<file path="config.mk">
export PLATFORM = sky130hd
export DESIGN_NAME = filterbank_scheduler_flat
export DESIGN_NICKNAME = d
export VERILOG_FILES = /design/src/rtl/filterbank_pkg.sv /design/src/rtl/filterbank_scheduler_if.sv /design/src/rtl/fb_tap_addr_gen.sv /design/src/rtl/filterbank_scheduler.sv /design/src/flat_wrapper.sv
export SDC_FILE = /design/constraint.sdc
export NUM_CORES = 1
export LEC_CHECK = 0
export CAP_MARGIN = 20
export CELL_PAD_IN_SITES_DETAIL_PLACEMENT = 2
export CELL_PAD_IN_SITES_GLOBAL_PLACEMENT = 2
export CORE_MARGIN = 10
export CORE_UTILIZATION = 30
export CTS_CLUSTER_DIAMETER = 30
export DETAILED_ROUTE_END_ITERATION = 10
export GPL_ROUTABILITY_DRIVEN = 0
export GPL_TIMING_DRIVEN = 0
export HOLD_SLACK_MARGIN = 0.15
export PLACE_DENSITY_LB_ADDON = 0.08
export RECOVER_POWER = 25
export SYNTH_ARGS = -nofsm -noshare
export SYNTH_HDL_FRONTEND = slang
export SYNTH_SLANG_ARGS = --single-unit
</file>
<file path="constraint.sdc">
create_clock -name clock -period 4.45 [get_ports clock]
set_input_delay 0.445 -clock clock [delete_from_list [all_inputs] [get_ports clock]]
set_output_delay 0.445 -clock clock [all_outputs]
set_load 0.1 [all_outputs]
</file>
<file path="src/rtl/filterbank_pkg.sv">
// -----------------------------------------------------------------------------
// filterbank_pkg
// Shared constants and the state type for the 16-channel serial filterbank
// sequencer. The filter is odd-length and symmetric, so each output needs
// (NUM_TAPS+1)/2 multiply-accumulate phases. Each phase handles one mirrored
// tap pair. The last phase handles the lone center tap.
// -----------------------------------------------------------------------------
package filterbank_pkg;

    localparam int NUM_TAPS   = 119;
    localparam int NUM_PHASES = (NUM_TAPS + 1) / 2;   // 60
    localparam int PHASE_W    = 6;
    localparam int TAP_W      = 7;
    localparam int CNT_W      = 16;

    typedef enum logic [1:0] {
        IDLE  = 2'd0,
        SHIFT = 2'd1,
        RUN   = 2'd2,
        DONE  = 2'd3
    } sched_state_t;

endpackage

</file>
<file path="src/rtl/filterbank_scheduler_if.sv">
// -----------------------------------------------------------------------------
// filterbank_scheduler_if
// Control bundle between the sample source, the scheduler and the shared
// delay line / filter cores.
//   slave  : scheduler side (takes enable/strobe/clear, drives the sequencing)
//   master : source/core side (the mirror image)
// -----------------------------------------------------------------------------
interface filterbank_scheduler_if;

    logic                                 clk_enable;
    logic                                 sample_strobe;
    logic                                 overrun_clear;
    logic                                 shift_en;
    logic [filterbank_pkg::PHASE_W-1:0]   phase;
    logic [filterbank_pkg::TAP_W-1:0]     tap_a;
    logic [filterbank_pkg::TAP_W-1:0]     tap_b;
    logic                                 center_tap;
    logic                                 acc_clear;
    logic                                 acc_en;
    logic                                 out_valid;
    logic                                 busy;
    logic                                 overrun;
    logic [filterbank_pkg::CNT_W-1:0]     sample_count;

    modport slave (
        input  clk_enable, sample_strobe, overrun_clear,
        output shift_en, phase, tap_a, tap_b, center_tap, acc_clear, acc_en,
               out_valid, busy, overrun, sample_count
    );

    modport master (
        output clk_enable, sample_strobe, overrun_clear,
        input  shift_en, phase, tap_a, tap_b, center_tap, acc_clear, acc_en,
               out_valid, busy, overrun, sample_count
    );

endinterface

</file>
<file path="src/rtl/fb_tap_addr_gen.sv">
// -----------------------------------------------------------------------------
// fb_tap_addr_gen
// Combinational map from a MAC phase to the symmetric tap pair it serves.
//   phase_i      : MAC phase 0..NUM_PHASES-1
//   tap_a_o      : first tap of the pair (= phase)
//   tap_b_o      : mirrored tap (= NUM_TAPS-1-phase)
//   center_tap_o : phase is the center tap (tap_a == tap_b), add it only once
// -----------------------------------------------------------------------------
module fb_tap_addr_gen
    import filterbank_pkg::*;
(
    input  logic [PHASE_W-1:0] phase_i,
    output logic [TAP_W-1:0]   tap_a_o,
    output logic [TAP_W-1:0]   tap_b_o,
    output logic               center_tap_o
);

    assign tap_a_o      = TAP_W'(phase_i);
    assign tap_b_o      = TAP_W'(NUM_TAPS - 1) - TAP_W'(phase_i);
    assign center_tap_o = (phase_i == PHASE_W'(NUM_PHASES - 1));

endmodule

</file>
<file path="src/rtl/filterbank_scheduler.sv">
// -----------------------------------------------------------------------------
// filterbank_scheduler
// Clock-enable sequencer for the 16-channel serial filterbank. Each accepted
// sample strobe causes one delay-line shift, then a sweep of the 60 symmetric
// MAC phases, then a one-cycle out_valid.
//   clock, reset : system clock, asynchronous active-low reset
//   bus (slave)  : clk_enable / sample_strobe / overrun_clear in;
//                  shift_en, phase, tap_a/tap_b/center_tap, acc_clear,
//                  acc_en, out_valid, busy, overrun, sample_count out
// -----------------------------------------------------------------------------
module filterbank_scheduler
    import filterbank_pkg::*;
(
    input  logic                  clock,
    input  logic                  reset,
    filterbank_scheduler_if.slave bus
);

    localparam logic [1:0] S_IDLE  = IDLE;
    localparam logic [1:0] S_SHIFT = SHIFT;
    localparam logic [1:0] S_RUN   = RUN;
    localparam logic [1:0] S_DONE  = DONE;

    localparam logic [PHASE_W-1:0] LAST_PHASE = PHASE_W'(NUM_PHASES - 1);

    logic [1:0]         state_q, state_d;
    logic [PHASE_W-1:0] phase_q, phase_d;
    logic [CNT_W-1:0]   cnt_q,   cnt_d;
    logic               ovr_q,   ovr_d;

    logic en;
    logic strobe;
    assign en     = bus.clk_enable;
    assign strobe = bus.sample_strobe;

    always_comb begin
        state_d = state_q;
        phase_d = phase_q;
        cnt_d   = cnt_q;
        ovr_d   = ovr_q;
        if (en) begin
            case (state_q)
                S_IDLE: begin
                    if (strobe) begin
                        state_d = S_SHIFT;
                        cnt_d   = cnt_q + 1'b1;
                    end
                end
                S_SHIFT: begin
                    state_d = S_RUN;
                    phase_d = '0;
                end
                S_RUN: begin
                    if (phase_q == LAST_PHASE) begin
                        state_d = S_DONE;
                        phase_d = '0;
                    end else begin
                        phase_d = phase_q + 1'b1;
                    end
                end
                default: begin
                    // DONE accepts a back-to-back strobe straight into SHIFT.
                    if (strobe) begin
                        state_d = S_SHIFT;
                        cnt_d   = cnt_q + 1'b1;
                    end else begin
                        state_d = S_IDLE;
                    end
                end
            endcase
            // Set is evaluated after clear so a simultaneous new overrun wins.
            if (bus.overrun_clear) ovr_d = 1'b0;
            if (strobe && (state_q == S_SHIFT || state_q == S_RUN)) ovr_d = 1'b1;
        end
    end

    always_ff @(posedge clock or negedge reset) begin
        if (!reset) begin
            state_q <= S_IDLE;
            phase_q <= '0;
            cnt_q   <= '0;
            ovr_q   <= 1'b0;
        end else begin
            state_q <= state_d;
            phase_q <= phase_d;
            cnt_q   <= cnt_d;
            ovr_q   <= ovr_d;
        end
    end

    fb_tap_addr_gen u_addr (
        .phase_i      (phase_q),
        .tap_a_o      (bus.tap_a),
        .tap_b_o      (bus.tap_b),
        .center_tap_o (bus.center_tap)
    );

    // Strobe-like controls are masked by the enable so a stalled cycle never
    // shifts the delay line or touches the accumulators.
    assign bus.shift_en     = en && (state_q == S_SHIFT);
    assign bus.acc_en       = en && (state_q == S_RUN);
    assign bus.acc_clear    = en && (state_q == S_RUN) && (phase_q == '0);
    assign bus.out_valid    = en && (state_q == S_DONE);
    assign bus.busy         = (state_q == S_SHIFT) || (state_q == S_RUN);
    assign bus.phase        = phase_q;
    assign bus.overrun      = ovr_q;
    assign bus.sample_count = cnt_q;

endmodule

</file>
<file path="src/flat_wrapper.sv">
// flat-port wrapper written by rule: the top's interface ports become plain ports
module filterbank_scheduler_flat import filterbank_pkg::*;
  (clock, reset, bus_clk_enable, bus_sample_strobe, bus_overrun_clear, bus_shift_en, bus_phase, bus_tap_a, bus_tap_b, bus_center_tap, bus_acc_clear, bus_acc_en, bus_out_valid, bus_busy, bus_overrun, bus_sample_count);
  filterbank_scheduler_if bus_i ();
  input  logic clock;
  input  logic reset;
  input wire logic [$bits(bus_i.clk_enable)-1:0] bus_clk_enable;
  input wire logic [$bits(bus_i.sample_strobe)-1:0] bus_sample_strobe;
  input wire logic [$bits(bus_i.overrun_clear)-1:0] bus_overrun_clear;
  output wire logic [$bits(bus_i.shift_en)-1:0] bus_shift_en;
  output wire logic [$bits(bus_i.phase)-1:0] bus_phase;
  output wire logic [$bits(bus_i.tap_a)-1:0] bus_tap_a;
  output wire logic [$bits(bus_i.tap_b)-1:0] bus_tap_b;
  output wire logic [$bits(bus_i.center_tap)-1:0] bus_center_tap;
  output wire logic [$bits(bus_i.acc_clear)-1:0] bus_acc_clear;
  output wire logic [$bits(bus_i.acc_en)-1:0] bus_acc_en;
  output wire logic [$bits(bus_i.out_valid)-1:0] bus_out_valid;
  output wire logic [$bits(bus_i.busy)-1:0] bus_busy;
  output wire logic [$bits(bus_i.overrun)-1:0] bus_overrun;
  output wire logic [$bits(bus_i.sample_count)-1:0] bus_sample_count;
  assign bus_i.clk_enable = bus_clk_enable;
  assign bus_i.sample_strobe = bus_sample_strobe;
  assign bus_i.overrun_clear = bus_overrun_clear;
  assign bus_shift_en = bus_i.shift_en;
  assign bus_phase = bus_i.phase;
  assign bus_tap_a = bus_i.tap_a;
  assign bus_tap_b = bus_i.tap_b;
  assign bus_center_tap = bus_i.center_tap;
  assign bus_acc_clear = bus_i.acc_clear;
  assign bus_acc_en = bus_i.acc_en;
  assign bus_out_valid = bus_i.out_valid;
  assign bus_busy = bus_i.busy;
  assign bus_overrun = bus_i.overrun;
  assign bus_sample_count = bus_i.sample_count;
  filterbank_scheduler u_core (.clock(clock), .reset(reset), .bus(bus_i));
endmodule
</file>
==> results of run 1 <==
cells by family (layout without fill, tap and decap cells):
logic type      Yosys count  count (layout)  share of synthesized area (%)
simple gates             54              54                          20.63
flops                    25              25                          42.63
xor+xnor                 19              19                          11.34
buf+inv                  18              68                          8.269
compound gates           13              13                          6.991
fa+ha+maj                 9               9                          7.673
mux                       3               3                          2.216
other cells               1               1                         0.2555
layout make-up:
class                           count  area [µm²]  area share (%)
Sequential cell                    25       625.6           30.41
Tap cell                           67       83.83           4.075
Clock buffer                        4       45.04           2.190
Multi-Input combinational cell     99       726.9           35.34
Buffer                             13       102.6           4.988
Timing Repair Buffer               46       454.2           22.08
Inverter                            5       18.77          0.9124
power by group through the flow:
| stage | Clock [mW] | Combinational [mW] | Sequential [mW] |
|---|---|---|---|
| floorplan | 0 | 0.526 | 0.572 |
| global placement | 0 | 0.975 | 0.333 |
| detailed placement | 0 | 1.00 | 0.338 |
| CTS | 0.144 | 1.00 | 0.334 |
| global route | 0.152 | 1.04 | 0.344 |
| finish | 0.133 | 0.984 | 0.333 |
cell usage after synthesis:
| master | number |
|---|---|
| dfrtp_1 | 25 |
| nand2_1 | 14 |
| xnor2_1 | 13 |
| buf_4 | 10 |
| ha_1 | 9 |
| nand3_1 | 7 |
| nor2_1 | 6 |
| xor2_1 | 6 |
| inv_1 | 5 |
| nand4_1 | 5 |
| o21ai_0 | 5 |
| and2_1 | 4 |
| and4_1 | 3 |
| nand2b_1 | 3 |
| and3_1 | 2 |
| buf_6 | 2 |
| nand4b_1 | 2 |
| a211o_1 | 1 |
| a21o_1 | 1 |
| a21oi_1 | 1 |
| a32o_1 | 1 |
| and3_4 | 1 |
| buf_2 | 1 |
| conb_1 | 1 |
| mux2_1 | 1 |
| mux2_2 | 1 |
| mux2i_1 | 1 |
| nand2_4 | 1 |
| nor2_2 | 1 |
| nor2b_1 | 1 |
| nor3_1 | 1 |
| nor4_1 | 1 |
| nor4b_1 | 1 |
| o21bai_1 | 1 |
| o2bb2ai_1 | 1 |
| o311ai_1 | 1 |
| o31ai_4 | 1 |
| or2_1 | 1 |
sequential cells by signal (all words and copies together), names as in the netlist:
name / count
u_core.bus.sample_count: 16
u_core.bus.phase: 6
u_core.state_q: 2
u_core.bus.overrun: 1
cell usage in the layout, fill, tap and decap left out, drive strengths merged:
cell type / synthesis / routed
a211o: 1 / 1
a21o: 1 / 1
a21oi: 1 / 1
a32o: 1 / 1
and2: 4 / 4
and3: 3 / 3
and4: 3 / 3
buf: 13 / 13
clkbuf: 0 / 5
clkdlybuf4s50: 0 / 44
conb: 1 / 1
dfrtp: 25 / 25
dlygate4sd3: 0 / 1
ha: 9 / 9
inv: 5 / 5
mux2: 2 / 2
mux2i: 1 / 1
nand2: 15 / 15
nand2b: 3 / 3
nand3: 7 / 7
nand4: 5 / 5
nand4b: 2 / 2
nor2: 7 / 7
nor2b: 1 / 1
nor3: 1 / 1
nor4: 1 / 1
nor4b: 1 / 1
o21ai: 5 / 5
o21bai: 1 / 1
o2bb2ai: 1 / 1
o311ai: 1 / 1
o31ai: 1 / 1
or2: 1 / 1
xnor2: 13 / 13
xor2: 6 / 6
metrics by stage:
stage	utilization (%)	total power, mW
finish	43.55	1.451
global route	43.55	1.535
CTS	44.05	1.482
detailed placement	43.10	1.337
global placement	42.52	1.308
floorplan	-	1.098
layer usage:
| layer | track usage [%] | routed length, µm |
|---|---|---|
| met5 | 0 | 0 |
| met4 | 1.989 | 19 |
| met3 | 4.156 | 273 |
| met2 | 18.95 | 2221 |
| met1 | 11.15 | 1629 |
worst max-delay path by stage:
stage	from	endpoint	slack [ns]	depth (start not counted)
floorplan	u_core.bus.phase[0]	u_core.bus.phase[5]	0.52	5
global placement	u_core.state_q[0]	bus_acc_clear	1.61	5
detailed placement	u_core.state_q[0]	bus_acc_clear	1.52	5
CTS	u_core.state_q[0]	bus_acc_clear	1.19	5
global route	u_core.state_q[0]	bus_acc_clear	1.06	5
finish	u_core.state_q[0]	bus_acc_clear	1.24	5
==> flow_summary.toml, run 1 <==
[outcome]
status = "completed"

[cts]
cts_buffers = 3
cts_root_buffer = "clkbuf_8"
cts_resized = 0
clockBufferDepth = 2
cts.sinks = 25
cts.clk_slew.worst_paths_ns = 0.08
cts-hold-fix-buffers = 0
tritoncts = "built"
postCtsSetupRepairBufs = 0
htreeDepth = 1
clock_latency_ns = 0.27

[synthesis]
synth.area.top_cells = "dfrtp_1 (43%), xnor2_1 (7.8%), ha_1 (7.7%)"
synth_top_area_share_pct = 42.63
ys_seq_elements = 25
yosysTopAreaCell = "dfrtp_1"
postSynthCellCount = 142
yosysWarnings = 0
yosysSeqAreaShare_pct = 42.63
synth_cell_type_count = 38
syn-num-nets = 156
syn_avg_cell_area_um2 = 10.34
synth_area_um2 = 1468

[timing]
slew_headroom_pct = 30.72
finalHoldViolations = 0
maxSlewViolCount = 0
setup_viol = 0
fin_worst_skew_ns = 0.003545
grt_setup_unrepaired = "false"
worstMarginPinSlew_ns = 1.039
min_period_ns = 3.208
fin_ws_ns = 1.242
fin_setup_tns_ns = 0
whs_ns = 0.4758
fin_crit_sh_pct = 72.08
fmax_ghz = 0.3118

[place]
dpl.hpwl_um = 3402
detailed_place.area_um2 = 2036
pre_cts_ws_ns = 1.519
io_buffers = 45
dp_cells = 255

[pwr]
clkPwrFrac_pct = 9.2
power.density_nw_per_um2 = 705.3
power_switching_mw = 0.8726
swShare_pct = 60.15
leakagePower_nw = 0.9051
ir_drop_uv = 510.0
p_int_mw = 0.5781
power_frac_comb_pct = 67.9
power_frac_seq_pct = 23.0

[die]
ios = 48
fp.dieW_um = 89.95
start_util_pct = 31.07
core_um2 = 4723
num_rows = 25
dieArea_um2 = 8090
die_y_um = 89.95

[setup_path]
critPathTopFamily = "buffers and inverters"
cp_max_fo = 6
cpPeakStageDelay_ns = 1.19
rrSetupSlack_ns = 2.44
cp_slowest_cell = "clkdlybuf4s50_1"
crit_type = "register to output port"
rr_worst_depth = 6
path_buf_inv = 2
endpoint_kind = "output port"
critPathLaunchType = "register"
r2r_start = "u_core.state_q[0]"
r2r-end = "u_core.bus.sample_count[8]"
worstPathArrival_ns = 2.76
required_ns = 4.01
path_cells = "inv_1 -> ha_1 -> and2_1 -> nor4b_2 -> clkdlybuf4s50_1"

[worst_hold_path]
min_from = "u_core.bus.sample_count[15]"
holdPathEnd = "u_core.bus.sample_count[15]"
whs_path_depth = 1
hp-class = "register to register"

[grt]
grt_overflow = 0
grt_max_degree = 20
grt_pass1_wl_um = 7141
grt_pass1_vias = 1405
antenna_found_initial = 0
grt_use_total_pct = 10.43

[drt]
ant_nets = 0
drt-initial-drc-count = 41
wl_per_cell_um = 16.00
routed_wl_um = 4143
vias = 1204
route.detailed.drc = 0
viasPerCell = 4.649
dr.pass1.iters = 4

[cells_and_area]
insertedDiodeCount = 0
nNetsFinal = 207
drive_above_1_share_pct = 11.46
final_area_um2 = 2057
areaGrowthSynthToFinish_pct = 40.15
n_fill_cell = 519
fin_cells = 259

[job]
cap_violations = 0
Note: power is estimated with default switching activity, not from simulation.
==> inputs of run 2 (changes only) <==
- CORE_UTILIZATION: 30 -> 27
- clock period: 4.45 -> 3.1 ns (I/O delays scaled with it)
==> flow_summary.toml, run 2 (synthesis gave the netlist of run 1 again) <==
[drt]
wl_per_cell_um = 16.80
ant_nets = 0
routed_wl_um = 4402
vias = 1216
dr.pass1.iters = 3
route.detailed.drc = 0
drt-initial-drc-count = 13
viasPerCell = 4.641

[grt]
grt_use_total_pct = 10.57
antenna_found_initial = 0
grt_pass1_wl_um = 7659
grt_max_degree = 16
grt_overflow = 0
grt_pass1_vias = 1454

[cts]
clock_latency_ns = 0.27
htreeDepth = 1
cts-hold-fix-buffers = 0
postCtsSetupRepairBufs = 0
cts_buffers = 3
cts.clk_slew.worst_paths_ns = 0.09
tritoncts = "built"
clockBufferDepth = 2
cts_root_buffer = "clkbuf_8"
cts.sinks = 25

[timing]
fin_ws_ns = 0.1322
setup_viol = 0
min_period_ns = 2.968
grt_setup_unrepaired = "false"
fin_crit_sh_pct = 95.74
maxSlewViolCount = 0
slew_headroom_pct = 33.80
worstMarginPinSlew_ns = 0.9900
finalHoldViolations = 0
fin_worst_skew_ns = 0.003612
fmax_ghz = 0.3370

[cells_and_area]
final_util_pct = 40.29
final_common_cell = "clkdlybuf4s50_1"
largest_reg_flops = 16
n_fill_cell = 574
areaGrowthSynthToFinish_pct = 42.88
insertedDiodeCount = 0
drive_above_1_share_pct = 14.06
layout_common_cells = "clkdlybuf4s50_1 (42), dfrtp_1 (25), nand2_1 (14)"
nNetsFinal = 207

[outcome]
status = "completed"

[setup_path]
crit_type = "register to output port"
endpoint_kind = "output port"
critPathLaunchType = "register"
cp_max_fo = 9
required_ns = 2.79
worstPathArrival_ns = 2.66

[pwr]
ir_drop_uv = 881.1
p_total_mw = 2.102
leakagePower_nw = 0.9149
power.density_nw_per_um2 = 1002

[die]
start_util_pct = 28.20
fp.dieW_um = 93.73
ios = 48
num_rows = 26
core_um2 = 5205
dieArea_um2 = 8784
die_y_um = 93.73

[job]
cap_violations = 0

[place]
dpl.hpwl_um = 3575
io_buffers = 45
pre_cts_ws_ns = 0.2970

[worst_hold_path]
hp-class = "input port to register"
==> run 2: cell count changes in the layout (fill, tap and decap cells not counted) <==
| cell | previous run | this run |
|---|---|---|
| xnor2_2 | 0 | 2 |
| nor3_2 | 0 | 1 |
| xor2_1 | 6 | 4 |
| xnor2_1 | 13 | 11 |
| dlymetal6s2s_1 | 0 | 1 |
| clkdlybuf4s50_1 | 44 | 42 |
| nor3_1 | 1 | 0 |
| xor2_2 | 0 | 2 |
| dlygate4sd2_1 | 0 | 1 |
==> run 2: per-layer routing <==
metal  GRT usage (%)  vias up  share of wire [%]  routed length, µm
li1                -      568                  -                  -
met1           12.06      619                 44               1925
met2           19.35       27                 51               2224
met3           2.958        2                5.3                233
met4           1.519        0               0.43                 19
met5               0        -                  0                  0
==> run 2: stage by stage <==
step | std cells | TNS [ns] | area [µm²] | hold slack [ns]
2_1_floorplan | 142 | -0.5793 | 1509 | 0.01441
3_3_place_gp | 257 | 0 | 2047 | 0.4629
3_5_place_dp | 258 | 0 | 2074 | 0.4669
4_1_cts | 262 | 0 | 2118 | 0.3674
5_1_grt | 262 | 0 | 2097 | 0.4028
6_report | 262 | 0 | 2097 | 0.3702
==> run 2: timing repair <==
action,CTS,global route
gates resized for setup,1,1
pin swaps,0,0
setup endpoints to repair,1,1
gates cloned,0,0
==> run 2: where the power goes <==
part / leakage, nW / switching [mW] / internal (mW)
Combinational: 0.558 / 1.08 / 0.348
Clock: 0.0228 / 0.107 / 0.0920
Sequential: 0.334 / 0.0879 / 0.390
==> run 2: final timing paths <==
| check | cells after the start | slack [ns] | to | start |
|---|---|---|---|---|
| min in group asynchronous | 1 | 0.45 | u_core.bus.sample_count[11] | reset |
| max in group asynchronous | 2 | 1.52 | u_core.bus.overrun | reset |
| hold reg to reg | 1 | 0.47 | u_core.bus.sample_count[15] | u_core.bus.sample_count[15] |
| setup / recovery | 4 | 0.13 | bus_tap_b[4] | u_core.bus.phase[0] |
| setup reg to reg | 6 | 1.08 | u_core.bus.sample_count[8] | u_core.state_q[0] |
| hold / removal | 2 | 0.37 | u_core.bus.overrun | bus_clk_enable |
==> run 2: layout make-up <==
class | count | area, µm² | area share (%)
tap | 70 | 87.58 | 4.177
sequential | 25 | 625.6 | 29.83
clock buffer | 4 | 45.04 | 2.148
multi-input combinational | 99 | 762.0 | 36.34
timing repair buffer | 46 | 455.4 | 21.72
buffer | 13 | 102.6 | 4.893
inverter | 5 | 18.77 | 0.8950
==> run 2: critical path: stages, from the launching register on <==
cell and delay [ns]:
dfrtp_1 0.51, ha_1 0.37, a21o_1 0.23, xnor2_2 0.12
clkdlybuf4s50_1 1.15
